<file path="src/rtl/id_operand_stage.sv">
// Decode/operand stage: registers the ex_* payload one cycle after accept, holds it under ex backpressure,
// and stalls one load-use hazard via a RUN/STALL FSM. Write-back bypass into the operand latches: ID_WB_BYPASS_EN.
module id_operand_stage #(
   parameter int DATA_W = 32,
   parameter int ADDR_W = 5
) (
   input  logic              clk,
   input  logic              reset_n,
   input  logic              instr_valid,
   input  logic [DATA_W-1:0] instr,
   input  logic [DATA_W-1:0] pc,
   output logic              instr_ready,
   output logic [ADDR_W-1:0] rf_addr1,
   output logic [ADDR_W-1:0] rf_addr2,
   input  logic [DATA_W-1:0] rf_out1,
   input  logic [DATA_W-1:0] rf_out2,
   input  logic              wb_rw,
   input  logic [ADDR_W-1:0] wb_addr,
   input  logic [DATA_W-1:0] wb_data,
   output logic              ex_valid,
   input  logic              ex_ready,
   output logic [DATA_W-1:0] ex_rs_val,
   output logic [DATA_W-1:0] ex_rt_val,
   output logic [DATA_W-1:0] ex_imm,
   output logic [ADDR_W-1:0] ex_rd,
   output logic [5:0]        ex_op,
   output logic [5:0]        ex_funct,
   output logic              ex_is_load,
   output logic [DATA_W-1:0] ex_pc,
   input  logic              flush
);

   typedef enum logic {
      RUN   = 1'b0,
      STALL = 1'b1
   } state_t;

   localparam logic [5:0] OP_RTYPE = 6'b000000;
   localparam logic [5:0] OP_LW    = 6'b100011;
   localparam logic [5:0] OP_SW    = 6'b101011;
   localparam logic [5:0] OP_BEQ   = 6'b000100;

   state_t state_q, state_d;

   logic              ex_valid_q,   ex_valid_d;
   logic [DATA_W-1:0] ex_rs_val_q,  ex_rs_val_d;
   logic [DATA_W-1:0] ex_rt_val_q,  ex_rt_val_d;
   logic [DATA_W-1:0] ex_imm_q,     ex_imm_d;
   logic [ADDR_W-1:0] ex_rd_q,      ex_rd_d;
   logic [5:0]        ex_op_q,      ex_op_d;
   logic [5:0]        ex_funct_q,   ex_funct_d;
   logic              ex_is_load_q, ex_is_load_d;
   logic [DATA_W-1:0] ex_pc_q,      ex_pc_d;

   logic [5:0]        op;
   logic [5:0]        funct;
   logic [ADDR_W-1:0] rs;
   logic [ADDR_W-1:0] rt;
   logic [ADDR_W-1:0] rd_fld;
   logic [ADDR_W-1:0] rd_sel;
   logic [DATA_W-1:0] imm_sext;
   logic [DATA_W-1:0] rs_val_sel;
   logic [DATA_W-1:0] rt_val_sel;
   logic              rt_is_src;
   logic              hazard;
   logic              ready;
   logic              accept;

   assign op       = instr[31:26];
   assign funct    = instr[5:0];
   assign rs       = ADDR_W'(instr[25:21]);
   assign rt       = ADDR_W'(instr[20:16]);
   assign rd_fld   = ADDR_W'(instr[15:11]);
   assign imm_sext = {{(DATA_W-16){instr[15]}}, instr[15:0]};

   assign rf_addr1 = rs;
   assign rf_addr2 = rt;

   always_comb begin
      case (op)
         OP_RTYPE:      rd_sel = rd_fld;
         OP_SW, OP_BEQ: rd_sel = '0;
         default:       rd_sel = rt;
      endcase
   end

   // Register $0 always reads as zero, even when the write-back bus targets it.
`ifdef ID_WB_BYPASS_EN
   always_comb begin
      rs_val_sel = rf_out1;
      rt_val_sel = rf_out2;
      if (wb_rw && (wb_addr == rs)) rs_val_sel = wb_data;
      if (wb_rw && (wb_addr == rt)) rt_val_sel = wb_data;
      if (rs == '0) rs_val_sel = '0;
      if (rt == '0) rt_val_sel = '0;
   end
`else
   logic unused_wb;
   assign unused_wb = ^{wb_rw, wb_addr, wb_data};

   always_comb begin
      rs_val_sel = rf_out1;
      rt_val_sel = rf_out2;
      if (rs == '0) rs_val_sel = '0;
      if (rt == '0) rt_val_sel = '0;
   end
`endif

   // Only loads sitting in EX can create a hazard; rt is read only by R-type, sw and beq.
   assign rt_is_src = (op == OP_RTYPE) || (op == OP_SW) || (op == OP_BEQ);
   assign hazard    = ex_valid_q && ex_is_load_q && (ex_rd_q != '0) &&
                      ((ex_rd_q == rs) || (rt_is_src && (ex_rd_q == rt)));

   assign ready       = (state_q == RUN) && !hazard && !flush && (!ex_valid_q || ex_ready);
   assign accept      = instr_valid && ready;
   assign instr_ready = ready;

   always_comb begin
      state_d      = state_q;
      ex_valid_d   = ex_valid_q;
      ex_rs_val_d  = ex_rs_val_q;
      ex_rt_val_d  = ex_rt_val_q;
      ex_imm_d     = ex_imm_q;
      ex_rd_d      = ex_rd_q;
      ex_op_d      = ex_op_q;
      ex_funct_d   = ex_funct_q;
      ex_is_load_d = ex_is_load_q;
      ex_pc_d      = ex_pc_q;

      case (state_q)
         RUN:     if (instr_valid && hazard) state_d = STALL;
         STALL:   if (!ex_valid_q || ex_ready) state_d = RUN;
         default: state_d = RUN;
      endcase

      if (flush) begin
         state_d    = RUN;
         ex_valid_d = 1'b0;
      end else if (accept) begin
         ex_valid_d   = 1'b1;
         ex_rs_val_d  = rs_val_sel;
         ex_rt_val_d  = rt_val_sel;
         ex_imm_d     = imm_sext;
         ex_rd_d      = rd_sel;
         ex_op_d      = op;
         ex_funct_d   = funct;
         ex_is_load_d = (op == OP_LW);
         ex_pc_d      = pc;
      end else if (ex_valid_q && ex_ready) begin
         ex_valid_d = 1'b0;
      end
   end

   always_ff @(posedge clk or negedge reset_n) begin
      if (!reset_n) begin
         state_q      <= RUN;
         ex_valid_q   <= 1'b0;
         ex_rs_val_q  <= '0;
         ex_rt_val_q  <= '0;
         ex_imm_q     <= '0;
         ex_rd_q      <= '0;
         ex_op_q      <= '0;
         ex_funct_q   <= '0;
         ex_is_load_q <= 1'b0;
         ex_pc_q      <= '0;
      end else begin
         state_q      <= state_d;
         ex_valid_q   <= ex_valid_d;
         ex_rs_val_q  <= ex_rs_val_d;
         ex_rt_val_q  <= ex_rt_val_d;
         ex_imm_q     <= ex_imm_d;
         ex_rd_q      <= ex_rd_d;
         ex_op_q      <= ex_op_d;
         ex_funct_q   <= ex_funct_d;
         ex_is_load_q <= ex_is_load_d;
         ex_pc_q      <= ex_pc_d;
      end
   end

   assign ex_valid   = ex_valid_q;
   assign ex_rs_val  = ex_rs_val_q;
   assign ex_rt_val  = ex_rt_val_q;
   assign ex_imm     = ex_imm_q;
   assign ex_rd      = ex_rd_q;
   assign ex_op      = ex_op_q;
   assign ex_funct   = ex_funct_q;
   assign ex_is_load = ex_is_load_q;
   assign ex_pc      = ex_pc_q;

endmodule
</file>
<file path="config.mk">
export PLATFORM = sky130hd
export DESIGN_NAME = id_operand_stage
export DESIGN_NICKNAME = d
export VERILOG_FILES = /design/src/rtl/id_operand_stage.sv
export SDC_FILE = /design/constraint.sdc
export NUM_CORES = 1
export LEC_CHECK = 0
export BUFFER_PORTS_ARGS = -buffer_cell sky130_fd_sc_hd__clkbuf_2
export CAP_MARGIN = 20
export CORE_MARGIN = 10
export CORE_UTILIZATION = 40
export CTS_BUF_LIST = sky130_fd_sc_hd__clkbuf_16
export CTS_CLUSTER_DIAMETER = 120
export DETAILED_ROUTE_END_ITERATION = 12
export GPL_TIMING_DRIVEN = 0
export HOLD_SLACK_MARGIN = 0.03
export PLACE_DENSITY = 0.79
export SLEW_MARGIN = 25
export SYNTH_ARGS = -nofsm -noshare
export SYNTH_HDL_FRONTEND = slang
export SYNTH_SLANG_ARGS = --single-unit
</file>
<file path="constraint.sdc">
create_clock -name clk -period 2.1 [get_ports clk]
set_input_delay 0.21 -clock clk [delete_from_list [all_inputs] [get_ports clk]]
set_output_delay 0.21 -clock clk [all_outputs]
set_load 0.02 [all_outputs]
</file>
==> key figures <==
Power
  – Pwr per Cell Area: roughly 860 nW/um^2
  – Tot Pwr: 8.91 mW
  – Peak supply drop: 0.689 mV
  – Leak: 5.09 nW

Yosys
  – Warning count from the yosys run: 0
  – Post-synth top flop: dfrtp_1
  – Register area share after synthesis: 56.0%
  – Syn avg cell area: 13.2 um^2
  – Distinct cells, synth: 30
  – Syn_nets: between 500 and 600
  – Synth top area cells: dfrtp_1 56%, mux2_2 12%, o21a_1 8.7%, a31o_2 8.3%, buf_4 5.7%
  – Cell count after synthesis: about 430
  – Number of flops mapped to enable cells by yosys: 0
  – Cell taking the most area after synthesis: dfrtp_1
  – Synth cell count leaders: 126 x dfrtp_1, 65 x o21a_1, 60 x mux2_2
  – Flops & latches, synth: 126
  – Ys async rst share: 100%
  – Share of the synthesized area in the top cell type: 56.0%
  – Mapped cell area: 5630 um^2
  – Count leader, synth: dfrtp_1

Drt
  – Routed vias: ~5400
  – Initial DRC count: ~200
  – Final antenna-violating net count: 0
  – Routed len/inst: 22.5 um
  – DRC: 0
  – Number of vias per cell: 5.15
  – Wirelength, routed: 23700 um
  – DRT Pass-1 Iters: 4

Critical path
  – Worst path bufs/invs: 2
  – Worst EP required: 1890 ps
  – Critical path arrival: 2500 ps
  – CP Class: reg -> out
  – CP Cell Sequence: or4_4, o211ai_1, nor3_4, buf_6, or2_4, nor4_4, clkbuf_8
  – Worst Setup End Kind: primary output
  – Crit-path leading delay family: simple AND/OR/NAND/NOR gates
  – CP startpoint kind: flop
  – Critical-path top delay cell: or4_4
  – Max Fanout on Critical Path: 2
  – Critical path's largest stage delay: 540 ps

Timing
  – Fmax: 0.370 GHz
  – Min Tclk post-route: between 2000 and 3000 ps
  – TNS Setup: -43770 ps
  – Final hold viol count: 0
  – Final worst slack: -606 ps
  – Hold WS: 18.3 ps
  – Max-slew violations: 0
  – Final setup violation count: 125
  – Final Skew: 14.7 ps
  – Unrepaired setup endpoints after global routing: yes
  – Least-Margin Pin Slew: 987 ps
  – Final period util: 129%
  – Rel. slew slack: 33.6%

Global route
  – Largest net degree at the start of global routing: 76
  – Vias in the first global route: roughly 6000
  – GRT Util Overall: 22.2%
  – Initial antenna violation count: 2
  – Global-route wire length before repair: 34200 um
  – GR Overflow Total: 0

Layout
  – Share of cells above drive strength 1: 61.1%
  – Design Area, Final: 10300 um^2
  – Fillers: 810
  – Final cell count without fillers: 1053
  – Area Growth Syn to Fin: 83.8%
  – Layout Nets: 1029
  – Final Util: between 70% and 80%

Clock network
  – Clk pin slew, worst setup/hold paths: 60 ps
  – Htree depth: 4
  – CTS Buf Count: 17
  – CTS tree: yes
  – Worst-Skew Late Latency: ~430 ps
  – Clock sinks: 126
  – Buffer depth of the longest clock path: 2
  – Root buffer cell: clkbuf_16

Floorplanning
  – I/O pins: about 330
  – Initial Util: 40.7%
  – Die extent in x: 139 um
  – Die height: 139 um
  – Core ar.: ~14000 um^2
  – Cell Rows: 43
  – Die area: 19200 um^2

Placed design
  – Number of port buffers: 290
  – GPL Wtd Cong: 0.785
  – DP Worst Slack: -444 ps
  – Cell Area, Placed: 7390 um^2
  – Post-DP HPWL: 14500 um
  – Dpl cells: 897

Min path
  – Class of the worst hold path: in -> reg

Job
  – Max-Cap Viols: 0

Outcome
  – Failing checks: setup timing
  – Status: finished with violations
-- per-layer routing --
layer	vias to the layer above	wire length (um)	GRT usage [%]
met1	2700	9070	23.8
met4	0	530	8.32
met5	-	0	0
met3	50	1720	7.74
met2	255	12400	39.3
li1	2419	-	-
-- flip-flops by register name, indices dropped and copies added, names as in the netlist --
name,count
ex_pc,32
ex_rs_val,32
ex_rt_val,32
ex_imm,16
ex_op,6
ex_rd,5
ex_is_load,1
ex_valid,1
state_q,1
-- area by class of cell --
cell class | count | area, um^2 | area share (%)
Sequential cell | 126 | 3160 | 30.5
Timing Repair Buffer | 417 | 3050 | 29.5
Multi-Input combinational cell | 234 | 2770 | 26.8
Buffer | 61 | 552 | 5.34
Clock buffer | 17 | 425 | 4.11
Tap cell | 180 | 225 | 2.18
Clock inverter | 14 | 151 | 1.46
Antenna cell | 3 | 7.51 | 0.0726
Inverter | 1 | 3.75 | 0.0363
-- layout by cell type (no fill, tap or decap), types with 13 or more instances in the layout --
cell	instances
mux2_4	59
clkbuf_16	18
dfrtp_1	124
buf_4	41
o21a_1	65
buf_8	13
a31o_4	53
dlygate4sd3_1	90
clkbuf_2	288
-- where the power goes --
group,internal (mW),switching [mW],leakage (nW),total [mW]
Sequential,2.81,0.279,1.53,3.09
Combinational,1.45,1.44,3.29,2.89
Clock,1.83,1.09,0.274,2.92
-- cells by family after synthesis --
family,count (synthesis),synth area share [%]
multiplexers,60,12.0
buffers and inverters,66,7.58
AO/OA/AOI/OAI,139,20.2
XOR/XNOR,10,1.56
flip-flops,126,56.0
AND/OR/NAND/NOR,25,2.65
-- worst paths after layout --
check	startpoint	to	slack (ps)	cells past startpoint
min	pc[0]	ex_pc[0]$_DFFE_PN0P_	20	2
min reg2reg	ex_pc[16]$_DFFE_PN0P_	ex_pc[16]$_DFFE_PN0P_	510	1
max reg2reg	ex_rd[2]$_DFFE_PN0P_	ex_imm[5]$_DFFE_PN0P_	-470	10
min in group asynchronous	reset_n	ex_rs_val[2]$_DFFE_PN0P_	380	2
max	ex_rd[2]$_DFFE_PN0P_	instr_ready	-610	7
max in group asynchronous	reset_n	ex_pc[15]$_DFFE_PN0P_	1050	3
-- what timing repair did --
item | in CTS | in global routing
hold endpoints to repair | 160 | 3
hold buffers | 87 | 3
setup endpoints to repair | 127 | 126
buffers inserted | 12 | 13
pin swaps | 4 | 61
gates cloned | 13 | 1
gates resized for setup | 50 | 140
Power figures use the tool's default switching activity.
